### config.mk
export PLATFORM = sky130hd
export DESIGN_NAME = instr_fetch
export DESIGN_NICKNAME = d
export VERILOG_FILES = /design/src/rtl/instr_fetch.sv
export SDC_FILE = /design/constraint.sdc
export NUM_CORES = 1
export LEC_CHECK = 0
export CAP_MARGIN = 5
export CORE_MARGIN = 10
export CORE_UTILIZATION = 50
export CTS_BUF_LIST = sky130_fd_sc_hd__clkbuf_16
export DETAILED_ROUTE_END_ITERATION = 6
export PLACE_DENSITY = 0.89
export SYNTH_ARGS = -nofsm -noshare
export SYNTH_HDL_FRONTEND = slang
export SYNTH_SLANG_ARGS = --single-unit
### constraint.sdc
create_clock -name clk -period 7.4 [get_ports clk]
set_clock_uncertainty 0.1 [all_clocks]
set_input_delay 1.48 -clock clk [delete_from_list [all_inputs] [get_ports clk]]
set_output_delay 1.48 -clock clk [all_outputs]
set_load 0.02 [all_outputs]
### src/rtl/instr_fetch.sv
// Instruction fetch front end. It drives the instr_mem address and consumes
// the registered read data one cycle later. It replays the in-flight address
// while decode stalls, and drops stale data when a redirect arrives.
module instr_fetch #(
  parameter logic [31:0] RESET_PC = 32'h0000_0000
) (
  input  logic        clk,
  input  logic        rst_n,
  input  logic        fetch_en,
  input  logic        stall,
  input  logic        redirect_valid,
  input  logic [31:0] redirect_pc,
  input  logic [31:0] instr_in,
  output logic [31:0] pc_addr,
  output logic [31:0] instr_out,
  output logic [31:0] instr_pc,
  output logic        instr_valid,
  output logic        misalign_err,
  output logic [31:0] fetch_count
);

  localparam logic [31:0] NOP = 32'h0000_0013;

  typedef enum logic [1:0] {
    IDLE  = 2'd0,
    RUN   = 2'd1,
    FAULT = 2'd2
  } state_t;

  state_t      state, state_nxt;
  logic [31:0] fetch_pc, fetch_pc_nxt;
  logic [31:0] req_pc, req_pc_nxt;
  logic [31:0] fault_pc, fault_pc_nxt;
  logic        pend, pend_nxt;
  logic        accept;

  // Decode-facing outputs and the address mux for instr_mem
  always_comb begin
    instr_valid  = pend && (state == RUN) && !redirect_valid;
    instr_pc     = req_pc;
    instr_out    = instr_valid ? instr_in : NOP;
    misalign_err = (state == FAULT);
    accept       = instr_valid && !stall;
    if (redirect_valid)
      pc_addr = redirect_pc;
    else if ((state == RUN) && pend && stall)
      pc_addr = req_pc;
    else if (state == FAULT)
      pc_addr = fault_pc;
    else
      pc_addr = fetch_pc;
  end

  // Next-state logic; redirect overrides stall and fetch_en in every state
  always_comb begin
    state_nxt    = state;
    fetch_pc_nxt = fetch_pc;
    req_pc_nxt   = req_pc;
    fault_pc_nxt = fault_pc;
    pend_nxt     = pend;
    if (redirect_valid) begin
      if (redirect_pc[1:0] == 2'b00) begin
        state_nxt    = RUN;
        req_pc_nxt   = redirect_pc;
        fetch_pc_nxt = redirect_pc + 32'd4;
        pend_nxt     = 1'b1;
      end else begin
        state_nxt    = FAULT;
        fault_pc_nxt = {redirect_pc[31:2], 2'b00};
        pend_nxt     = 1'b0;
      end
    end else begin
      unique case (state)
        IDLE: begin
          if (fetch_en) begin
            state_nxt    = RUN;
            req_pc_nxt   = fetch_pc;
            fetch_pc_nxt = fetch_pc + 32'd4;
            pend_nxt     = 1'b1;
          end
        end
        RUN: begin
          // A stalled live word is held regardless of fetch_en; once it is
          // accepted (or nothing is live) fetch_en decides issue vs. idle.
          if (stall && pend) begin
            state_nxt = RUN;
          end else if (!fetch_en) begin
            state_nxt = IDLE;
            pend_nxt  = 1'b0;
          end else begin
            req_pc_nxt   = fetch_pc;
            fetch_pc_nxt = fetch_pc + 32'd4;
            pend_nxt     = 1'b1;
          end
        end
        FAULT: begin
          state_nxt = FAULT;
          pend_nxt  = 1'b0;
        end
        default: begin
          state_nxt = IDLE;
          pend_nxt  = 1'b0;
        end
      endcase
    end
  end

  // State and PC registers
  always_ff @(posedge clk or negedge rst_n) begin
    if (!rst_n) begin
      state    <= IDLE;
      fetch_pc <= RESET_PC;
      req_pc   <= RESET_PC;
      fault_pc <= RESET_PC;
      pend     <= 1'b0;
    end else begin
      state    <= state_nxt;
      fetch_pc <= fetch_pc_nxt;
      req_pc   <= req_pc_nxt;
      fault_pc <= fault_pc_nxt;
      pend     <= pend_nxt;
    end
  end

  // Count of instructions accepted by decode, wrapping modulo 2^32
  always_ff @(posedge clk or negedge rst_n) begin
    if (!rst_n)
      fetch_count <= '0;
    else if (accept)
      fetch_count <= fetch_count + 32'd1;
  end

endmodule

==> impl_summary.txt <==
----------------------------------------------------
[GRT]
  Maximum number of pins on one net before global-route repair ... 71
  Number of antenna violations at the first check in global routing ... 0
  All-Layer GR Usage ... 0.223
  First-pass GRT wire length ... 36.9 mm
  Remaining Overflow, GRT ... 0
  Vias in the first global route ... 7049

[Routing]
  Via/cell ratio ... 5.87
  Antenna Violating Nets Remaining ... 0
  Number of vias in the routed layout ... 7215
  Amount of wire on met2 after detailed routing ... 11.3 mm
  Highest routed metal layer ... met4
  Routed length on met1 ... 9.48 mm
  DRC errors left ... 0
  Iteration-0 DRC Markers ... 530
  Detail-routed net length per standard cell ... 18.9 um
  Met3 layer wire length in the routed design ... 2.09 mm
  Detailed-routing iteration count for the pre-antenna-repair pass ... 5
  Total routed wirelength ... 23.3 mm

[Timing]
  Final setup violation count ... 0
  Count of final hold-check violations ... 0
  Ratio of final minimum period to clock period ... 0.804
  Setup TNS ... 0 ps
  Max Clock Freq ... 0.168 GHz
  Worst Max-Slew Pin Slew ... 1170 ps
  Unrepaired setup endpoints after global routing ... no
  Max-slew violation count ... 0
  Period minus WS final ... 5950 ps
  Max-slew headroom at the worst pin ... 0.222

[Synthesis]
  Complex-gate fraction of the synthesized area ... 0.162
  Xor/xnor share of the synthesized area ... 0.0633
  Synthesized instance count ... 857
  Mean Syn Cell Area ... 8.87 um2
  Async SR Flop Fraction ... 1.00
  Net count of the mapped netlist ... 928
  Fraction of the mapped netlist area in simple logic gates ... 0.221
  Unique cell type count in the Yosys netlist ... 60
  Sequential cell area fraction in the yosys report ... 0.424
  Number of enable-type register cells in the synthesized netlist ... 0
  Combinational family with the most area after synthesis ... simple AND/OR/NAND/NOR gates
  Fraction of synthesized area in multiplexers ... 0.0907
  Arithmetic-cell share of the synthesized area counting full adders, half adders and majority gates ... 0.00329
  Post-synthesis instance area ... 0.00760 mm2
  Number of storage elements in the synthesis netlist ... 129
  Most used flip-flop cell after synthesis ... dfrtp_1
  Total of warnings raised by yosys ... 0

[Layout]
  Fraction of layout cells with a size suffix above 1 ... 0.0826
  Utilization after layout ... 0.683
  Total Nets Final ... 1099
  Commonest non-fill, non-tap cells in the layout ... clkdlybuf4s50_1 (196), dfrtp_1 (129), nor2_1 (100)
  Most frequent standard cell in the layout excluding fill and tap cells ... clkdlybuf4s50_1
  P&R area growth vs syn ... 35.0%
  Layout fillers ... 1146

[Floorplanning]
  Horizontal die dimension ... 143 um
  Chip Height ... 143 um
  Standard-cell row count ... 45
  Core Area ... 0.0150 mm2
  Initial Util ... 0.506
  Number of ports placed on the die boundary ... 199
  Overall die area ... 0.0205 mm2

[Power and ir drop]
  Total Power ... 0.00237 W
  Peak supply drop ... 0.000156 V
  Power Dens Cells ... 231 mW/mm2
  Static Leak ... 4.19 nW

[Setup path]
  Critical path capture point type ... output pin
  Slowest CP cell ... nor2_4
  Required time at the worst-slack endpoint ... 5820 ps
  Kind of critical path ... primary input to output pin
  Worst reg2reg startpoint ... state[0]
  Arrival @ worst endpoint ... 4370 ps
  Maximum single-stage delay on the critical path ... 770 ps
  FF-to-FF setup slack ... 4270 ps
  FF-to-FF path depth ... 7
  Crit path max fanout ... 43
  Setup crit start kind ... primary input
  Critical path's most frequent cell ... clkdlybuf4s50_1
  Critical-path cell list ... clkdlybuf4s50_1, nand3_1, nor2_4, buf_4, a21oi_1, o21ai_0, clkdlybuf4s50_1
  Capture point of the worst reg-to-reg path ... fetch_pc[30]

[Hold path]
  Worst Hold Endpoint ... fetch_count[31]
  Hold/Removal Path Class ... flip-flop to flip-flop
  Hold-critical path depth ... 1
  Worst Min Path Start ... fetch_count[31]

[Clock network]
  Clock tree from TritonCTS ... built
  Root buffer cell ... clkbuf_16
  Buffer levels on the longest clock path ... 2
  Clock buffer count from CTS ... 17
  Clock Pin Slew Worst Setup and Hold Paths ... 60 ps
  Sinks on the clock net ... 129
  Post-CTS Repair Setup Buffers ... 0
  Clock latency reported for the late side of the worst-skew pair ... 410 ps
  CTS H-tree depth ... 4
  Hold-fix buffer count after cts ... 0
  Count of cells resized by post-cts repair ... 0

[Flow run]
  Number of max-capacitance violations reported ... 0

[Outcome]
  Result of the run ... completed

[Placement]
  Final estimated routing congestion in global placement ... 0.853
  Detail Placement HPWL ... 16.9 mm
  Buffers added on ports ... 198

----------------------------------------------------
## worst max-delay path, delay by kind of cell
family | cells | cell delay, ps
buffers and inverters | 3 | 1600
and+or+nand+nor | 2 | 960
AOI/OAI and AO/OA | 2 | 320
## stage by stage
step	worst slack, ps	area, um2	cells	hold slack (ps)
2_1_floorplan	2850	7600	857	368
3_3_place_gp	1560	9690	1197	361
3_5_place_dp	1470	9690	1197	369
4_1_cts	1470	10300	1229	377
5_1_grt	1290	10300	1229	380
6_report	1450	10300	1230	374
## cell usage after synthesis (3+ instances only)
cell,instances,area share
a21oi_1,71,0.047
and3_1,5,0.0041
mux2i_1,34,0.045
inv_1,10,0.0049
nand2_1,83,0.041
nor3b_1,4,0.0039
a22oi_1,12,0.012
nand3b_1,4,0.0039
a32o_1,3,0.0039
buf_2,7,0.0046
nand2b_1,7,0.0058
a221o_1,6,0.0079
and2_1,34,0.028
or3_1,3,0.0025
xnor2_1,39,0.045
a21boi_0,4,0.0039
a31oi_1,20,0.016
nor4_1,5,0.0041
nor3_1,16,0.011
dfrtp_1,129,0.42
nand4_1,22,0.018
nand4b_1,5,0.0058
a21o_1,3,0.0030
nor2b_1,6,0.0049
o21ai_1,4,0.0026
nand3_1,30,0.020
o21ai_0,58,0.038
xor2_1,16,0.018
clkbuf_1,39,0.019
and4_1,4,0.0046
nor2_1,101,0.050
mux2_2,31,0.046
buf_1,9,0.0044
## cell type report
| type | instances | area [um2] | share of cell area |
|---|---|---|---|
| Multi-Input combinational cell | 662 | 4130 | 0.403 |
| Sequential cell | 129 | 3230 | 0.314 |
| Timing Repair Buffer | 208 | 2050 | 0.200 |
| Clock buffer | 17 | 425 | 0.0414 |
| Tap cell | 188 | 235 | 0.0229 |
| Clock inverter | 15 | 155 | 0.0151 |
| Inverter | 10 | 37.5 | 0.00365 |
| Antenna cell | 1 | 2.50 | 0.000244 |
## logic make-up (layout without fill, tap and decap cells)
family,Yosys count,in the layout
flip-flops,129,129
AO/OA/AOI/OAI,202,202
other,0,1
adder cells (fa/ha/maj),2,2
buffers and inverters,66,250
XOR/XNOR,55,55
multiplexers,65,65
AND/OR/NAND/NOR,338,338
## worst max-delay path by stage
| stage | startpoint | endpoint | slack, ps | cells after the start |
|---|---|---|---|---|
| 2_1_floorplan | redirect_valid | pc_addr[11] | 2850 | 7 |
| 3_3_place_gp | stall | pc_addr[17] | 1560 | 7 |
| 3_5_place_dp | stall | pc_addr[19] | 1470 | 7 |
| 4_1_cts | stall | pc_addr[19] | 1470 | 7 |
| 5_1_grt | stall | pc_addr[18] | 1290 | 7 |
| 6_report | stall | pc_addr[19] | 1450 | 7 |
## flip-flops by register name (all words and copies together) (netlist names)
register     flops
fetch_pc        32
fault_pc        30
fetch_count     32
instr_pc        32
pend             1
state            2
## where the power goes
group	internal [W]	switching [W]
Combinational	0.000290	0.000343
Sequential	0.000806	0.000104
Clock	0.000522	0.000305
Total	0.00162	0.000752
## metal layers
metal | vias up | GRT usage
met5 | - | 0
met2 | 314 | 0.382
met4 | 0 | 0.0817
met3 | 36 | 0.0581
met1 | 3462 | 0.264
li1 | 3403 | -
No activity file was read; power rests on OpenSTA's default activity.
==> RTL change 1: new RTL, same settings <==
Make the reset (`rst_n`) synchronous in 2 clocked blocks.
--- a/src/rtl/instr_fetch.sv
+++ b/src/rtl/instr_fetch.sv
@@ -107,5 +107,5 @@
 
   // State and PC registers
-  always_ff @(posedge clk or negedge rst_n) begin
+  always_ff @(posedge clk) begin
     if (!rst_n) begin
       state    <= IDLE;
@@ -124,5 +124,5 @@
 
   // Count of instructions accepted by decode, wrapping modulo 2^32
-  always_ff @(posedge clk or negedge rst_n) begin
+  always_ff @(posedge clk) begin
     if (!rst_n)
       fetch_count <= '0;
Behaviour: differs if rst_n is asserted again (counterexample within 4 cycles, from zero or initial values and one cycle with rst_n low); with rst_n held inactive, the same outputs for 4 cycles.
==> RTL change 1 against the unedited design <==
  * Worst setup slack better by 0.51 ns
  * Power is 23% lower
  * Routed wire length is 7.2% higher
  * Sequential cell count stayed put
  * Final area is 2.4% lower
  * Cell count is 13% higher
  * Area after synthesis is 1.4% lower
  * Worst hold slack worse by 0.020 ns
  * Critical endpoint is now pc_addr[14]
  * Largest power group unchanged
==> RTL change 1: results (changes against the unedited design) <==
metric,value,unit,change
leakagePower,3.55,nW,-15%
grt_pass1_wl,39.8,mm,+8.0%
final_layout_size_suffix_gt1_share,4.32,%,-3.9 points
totalWireLength,25.0,mm,+7.2%
slowest_stage,buf_4,,
synth_fa_ha_area_share,0.334,%,+0.0046 points
finalNetCount,1264,,+15%
max_clock_freq,184,MHz,+9.3%
synth-async-reset-ratio,0,%,-100 points
ctsRootBufferMaster,clkbuf_16,,
post-place-ws,2.02,ns,+0.550 ns
hpwl,17.2,mm,+1.8%
synth-xor-area-share,3.50,%,-2.8 points
regToRegSetupSlack,4.44,ns,+0.17 ns
fillers,1185,,+3.4%
synth_common_cells,"nand2_1, dfxtp_1, a21oi_1",,
synthMuxAreaShare,3.65,%,-5.4 points
cp.arrival,3.86,ns,-0.51 ns
crit_fanout,83,,+93%
syn-num-nets,1112,,+20%
synth-seq-area-share,34.4,%,-8.0 points
relSlewSlack,20.8,%,-1.4 points
track_usage,23.5,%,+1.2 points
outcome,finished clean,,
drt-initial-drc-count,975,,+84%
grt_max_degree,99,,+39%
ys_types,63,,+5.0%
power.internal,1.31,mW,-19%
numPortBuffers,198,,unchanged
synthTopCellsByArea,"dfxtp_1, nand2_1, a21oi_1",,
ir_worst_vdd,144,µV,-7.7%
grt_pass1_vias,7822,,+11%
synth-compound-area-share,23.0,%,+6.8 points
RTL change 1: critical path, delay by kind of cell:
kind | cells | cell delay [ns]
compound gates | 1 | 0.12
simple gates | 1 | 0.19
buf+inv | 3 | 1.98
RTL change 1: final timing paths:
kind,startpoint,to,cells after the start
worst max-delay path,redirect_valid,pc_addr[14],5
worst min-delay path,fault_pc[13],fault_pc[13],2
worst max register to register,fetch_pc[3],fetch_pc[28],9
worst min register to register,fault_pc[13],fault_pc[13],2
RTL change 1: metal layers:
| layer | part of all wire [%] | global-route usage, % |
|---|---|---|
| met5 | 0 | 0 |
| met4 | 1.6 | 7.77 |
| met3 | 11 | 8.01 |
| met2 | 48 | 37.7 |
| met1 | 40 | 28.9 |
RTL change 1: cell families (layout without fill, tap and decap cells):
logic type,Yosys count,after routing
AOI/OAI and AO/OA,289,289
muxes,27,27
DFF,129,129
and+or+nand+nor,474,474
buffers and inverters,90,253
adders and majority gates,2,2
other,0,1
xor gates and xnor gates,30,30
RTL change 1: stage by stage:
stage / cells / instance area, µm² / power (mW) / utilization [%] / hold slack [ns]
floorplan: 1041 / 7500 / 0.949 / - / 0.337
global placement: 1358 / 9520 / 1.09 / 65.2 / 0.341
detailed placement: 1358 / 9520 / 1.10 / 65.2 / 0.347
CTS: 1388 / 10000 / 1.83 / 68.7 / 0.355
global route: 1388 / 10000 / 1.89 / 68.7 / 0.384
finish: 1389 / 10000 / 1.82 / 68.7 / 0.354
RTL change 1: layout make-up:
cell class	count	share of cell area (%)
timing repair buffer	211	20.7
sequential	129	25.8
tap	184	2.30
antenna	1	0.0250
multi-input combinational	822	45.7
clock inverter	13	0.811
clock buffer	17	4.24
inverter	12	0.462
RTL change 1: power groups by stage:
stage | sequential, mW | combinational, mW | clock (mW)
2_1_floorplan | 0.781 | 0.168 | 0
3_3_place_gp | 0.768 | 0.321 | 0
3_5_place_dp | 0.769 | 0.327 | 0
4_1_cts | 0.755 | 0.328 | 0.743
5_1_grt | 0.759 | 0.358 | 0.773
6_report | 0.756 | 0.329 | 0.736
==> RTL change 2: new RTL, same flow settings <==
Without the edit above. Register the output `fetch_count` once more, with the module's reset; this adds one clock of latency there. The other outputs are not delayed to match.
--- a/src/rtl/instr_fetch.sv
+++ b/src/rtl/instr_fetch.sv
@@ -27,4 +27,6 @@
     FAULT = 2'd2
   } state_t;
+
+  logic [31:0] fetch_count_s0;
 
   state_t      state, state_nxt;
@@ -126,7 +128,15 @@
   always_ff @(posedge clk or negedge rst_n) begin
     if (!rst_n)
+      fetch_count_s0 <= '0;
+    else if (accept)
+      fetch_count_s0 <= fetch_count_s0 + 32'd1;
+  end
+
+  always_ff @(posedge clk or negedge rst_n) begin
+    if (!rst_n) begin
       fetch_count <= '0;
-    else if (accept)
-      fetch_count <= fetch_count + 32'd1;
+    end else begin
+      fetch_count <= fetch_count_s0;
+    end
   end
 
Formal check against the unedited RTL: not equivalent (Yosys sat finds a counterexample within 4 cycles, from zero or initial values and one cycle with rst_n low).
==> RTL change 2 against the unedited design <==
  * Sequential cell count up 32
  * Critical path depth unchanged
  * Clock power grew 5.1%
  * Power is 10% higher
  * Routed wire length rose by 7.0%
  * Critical endpoint is now pc_addr[14]
  * Combinational power grew 3.3%
  * Final area increased by 9.8%
  * Worst setup slack gained 0.077 ns
  * Register-to-register slack improved by 0.11 ns
  * Area after synthesis up 13%
==> RTL change 2: results (changes against the unedited design) <==
metric,value,unit,change
ys_types,70,,+17%
grt_pass1_wl,40.0,mm,+8.4%
synth-main-ff-cell,dfrtp_1,,
cp_slowest_stage_delay,0.66,ns,-0.11 ns
outcome,finished clean,,
final_layout_size_suffix_gt1_share,8.58,%,+0.32 points
hpwl,17.5,mm,+3.7%
relSlewSlack,36.4,%,+14 points
path_delay_family,buffers and inverters,,
grt_max_degree,96,,+35%
crit_fanout,33,,-23%
syn-num-nets,982,,+5.8%
gp_congestion,0.875,,+2.6%
dr.pass1.iters,5,,unchanged
synth_common_cells,"dfrtp_1, nor2_1, nand2_1",,
synth-seq-area-share,47.0,%,+4.5 points
vias,7707,,+6.8%
finalNetCount,1155,,+5.1%
clk_pin_slew_worst_paths,0.06,ns,about the same
post_cts_buffers,0,,unchanged
drt-initial-drc-count,539,,+1.7%
grt_antenna_before_repair,2,,+2
ir_worst_vdd,170,µV,+8.7%
leakagePower,4.76,nW,+14%
fin_ws,1.53,ns,+0.0769 ns
synthTopCellsByArea,"dfrtp_1, nor2_1, nand2_1",,
cp.arrival,4.29,ns,-0.08 ns
yosys_warnings,0,,unchanged
track_usage,21.6,%,-0.67 points
wl_per_cell,18.9,µm,about the same
==> RTL change 2: cell count changes after synthesis, moves of 8 or more <==
cell      change
buf_1         -8
a22oi_1       -8
dfrtp_1      +32
nand4_1      -12
nand2b_1      +8
nand2_1      +16
==> RTL change 2: metrics by stage <==
stage / std cells / instance area, µm² / hold slack (ns) / power (mW)
global placement: 1285 / 10700 / 0.284 / 1.73
global route: 1316 / 11300 / 0.319 / 2.72
CTS: 1316 / 11300 / 0.305 / 2.62
finish: 1317 / 11300 / 0.302 / 2.61
floorplan: 911 / 8570 / 0.272 / 1.45
detailed placement: 1285 / 10700 / 0.293 / 1.75
==> RTL change 2: logic make-up (layout without fill, tap and decap cells) <==
group / count (synthesis) / after routing / share of synthesized area (%)
other cells: 0 / 1 / 0
fa+ha+maj: 2 / 2 / 0.292
flops: 161 / 161 / 47.0
compound gates: 200 / 200 / 14.6
simple gates: 361 / 361 / 21.0
xor+xnor: 56 / 56 / 5.72
mux: 66 / 66 / 8.16
buf+inv: 65 / 250 / 3.28
==> RTL change 2: per-layer routing <==
| metal | global-route usage [%] | wire, µm |
|---|---|---|
| met1 | 26.6 | 9920 |
| met2 | 35.1 | 11900 |
| met3 | 7.70 | 2700 |
| met4 | 6.21 | 392 |
| met5 | 0 | 9 |
==> RTL change 2: path summary, 6_finish.rpt <==
check,start,slack (ns),depth (start not counted),end
worst max-delay path,stall,1.53,7,pc_addr[14]
worst min-delay path,fetch_count_s0[31],0.30,0,fetch_count[31]
worst max register to register,fetch_pc[2],4.38,9,fetch_pc[22]
worst min register to register,fetch_count_s0[31],0.30,0,fetch_count[31]
max in group asynchronous,rst_n,4.77,2,fetch_count_s0[15]
min in group asynchronous,rst_n,1.05,1,instr_pc[10]
==> RTL change 2: cell type report <==
cell class	count	area, µm²
Inverter	11	41.3
Multi-Input combinational cell	685	4300
Clock buffer	17	425
Clock inverter	14	149
Sequential cell	161	4030
Timing Repair Buffer	208	2060
Tap cell	220	275
Fill cell	1259	5420
Antenna cell	1	2.50
==> RTL change 2: where the power goes <==
group | total, mW | internal (mW) | switching [mW]
Clock | 0.868 | 0.522 | 0.346
Sequential | 1.09 | 0.983 | 0.103
Combinational | 0.655 | 0.299 | 0.356
Total | 2.61 | 1.80 | 0.805
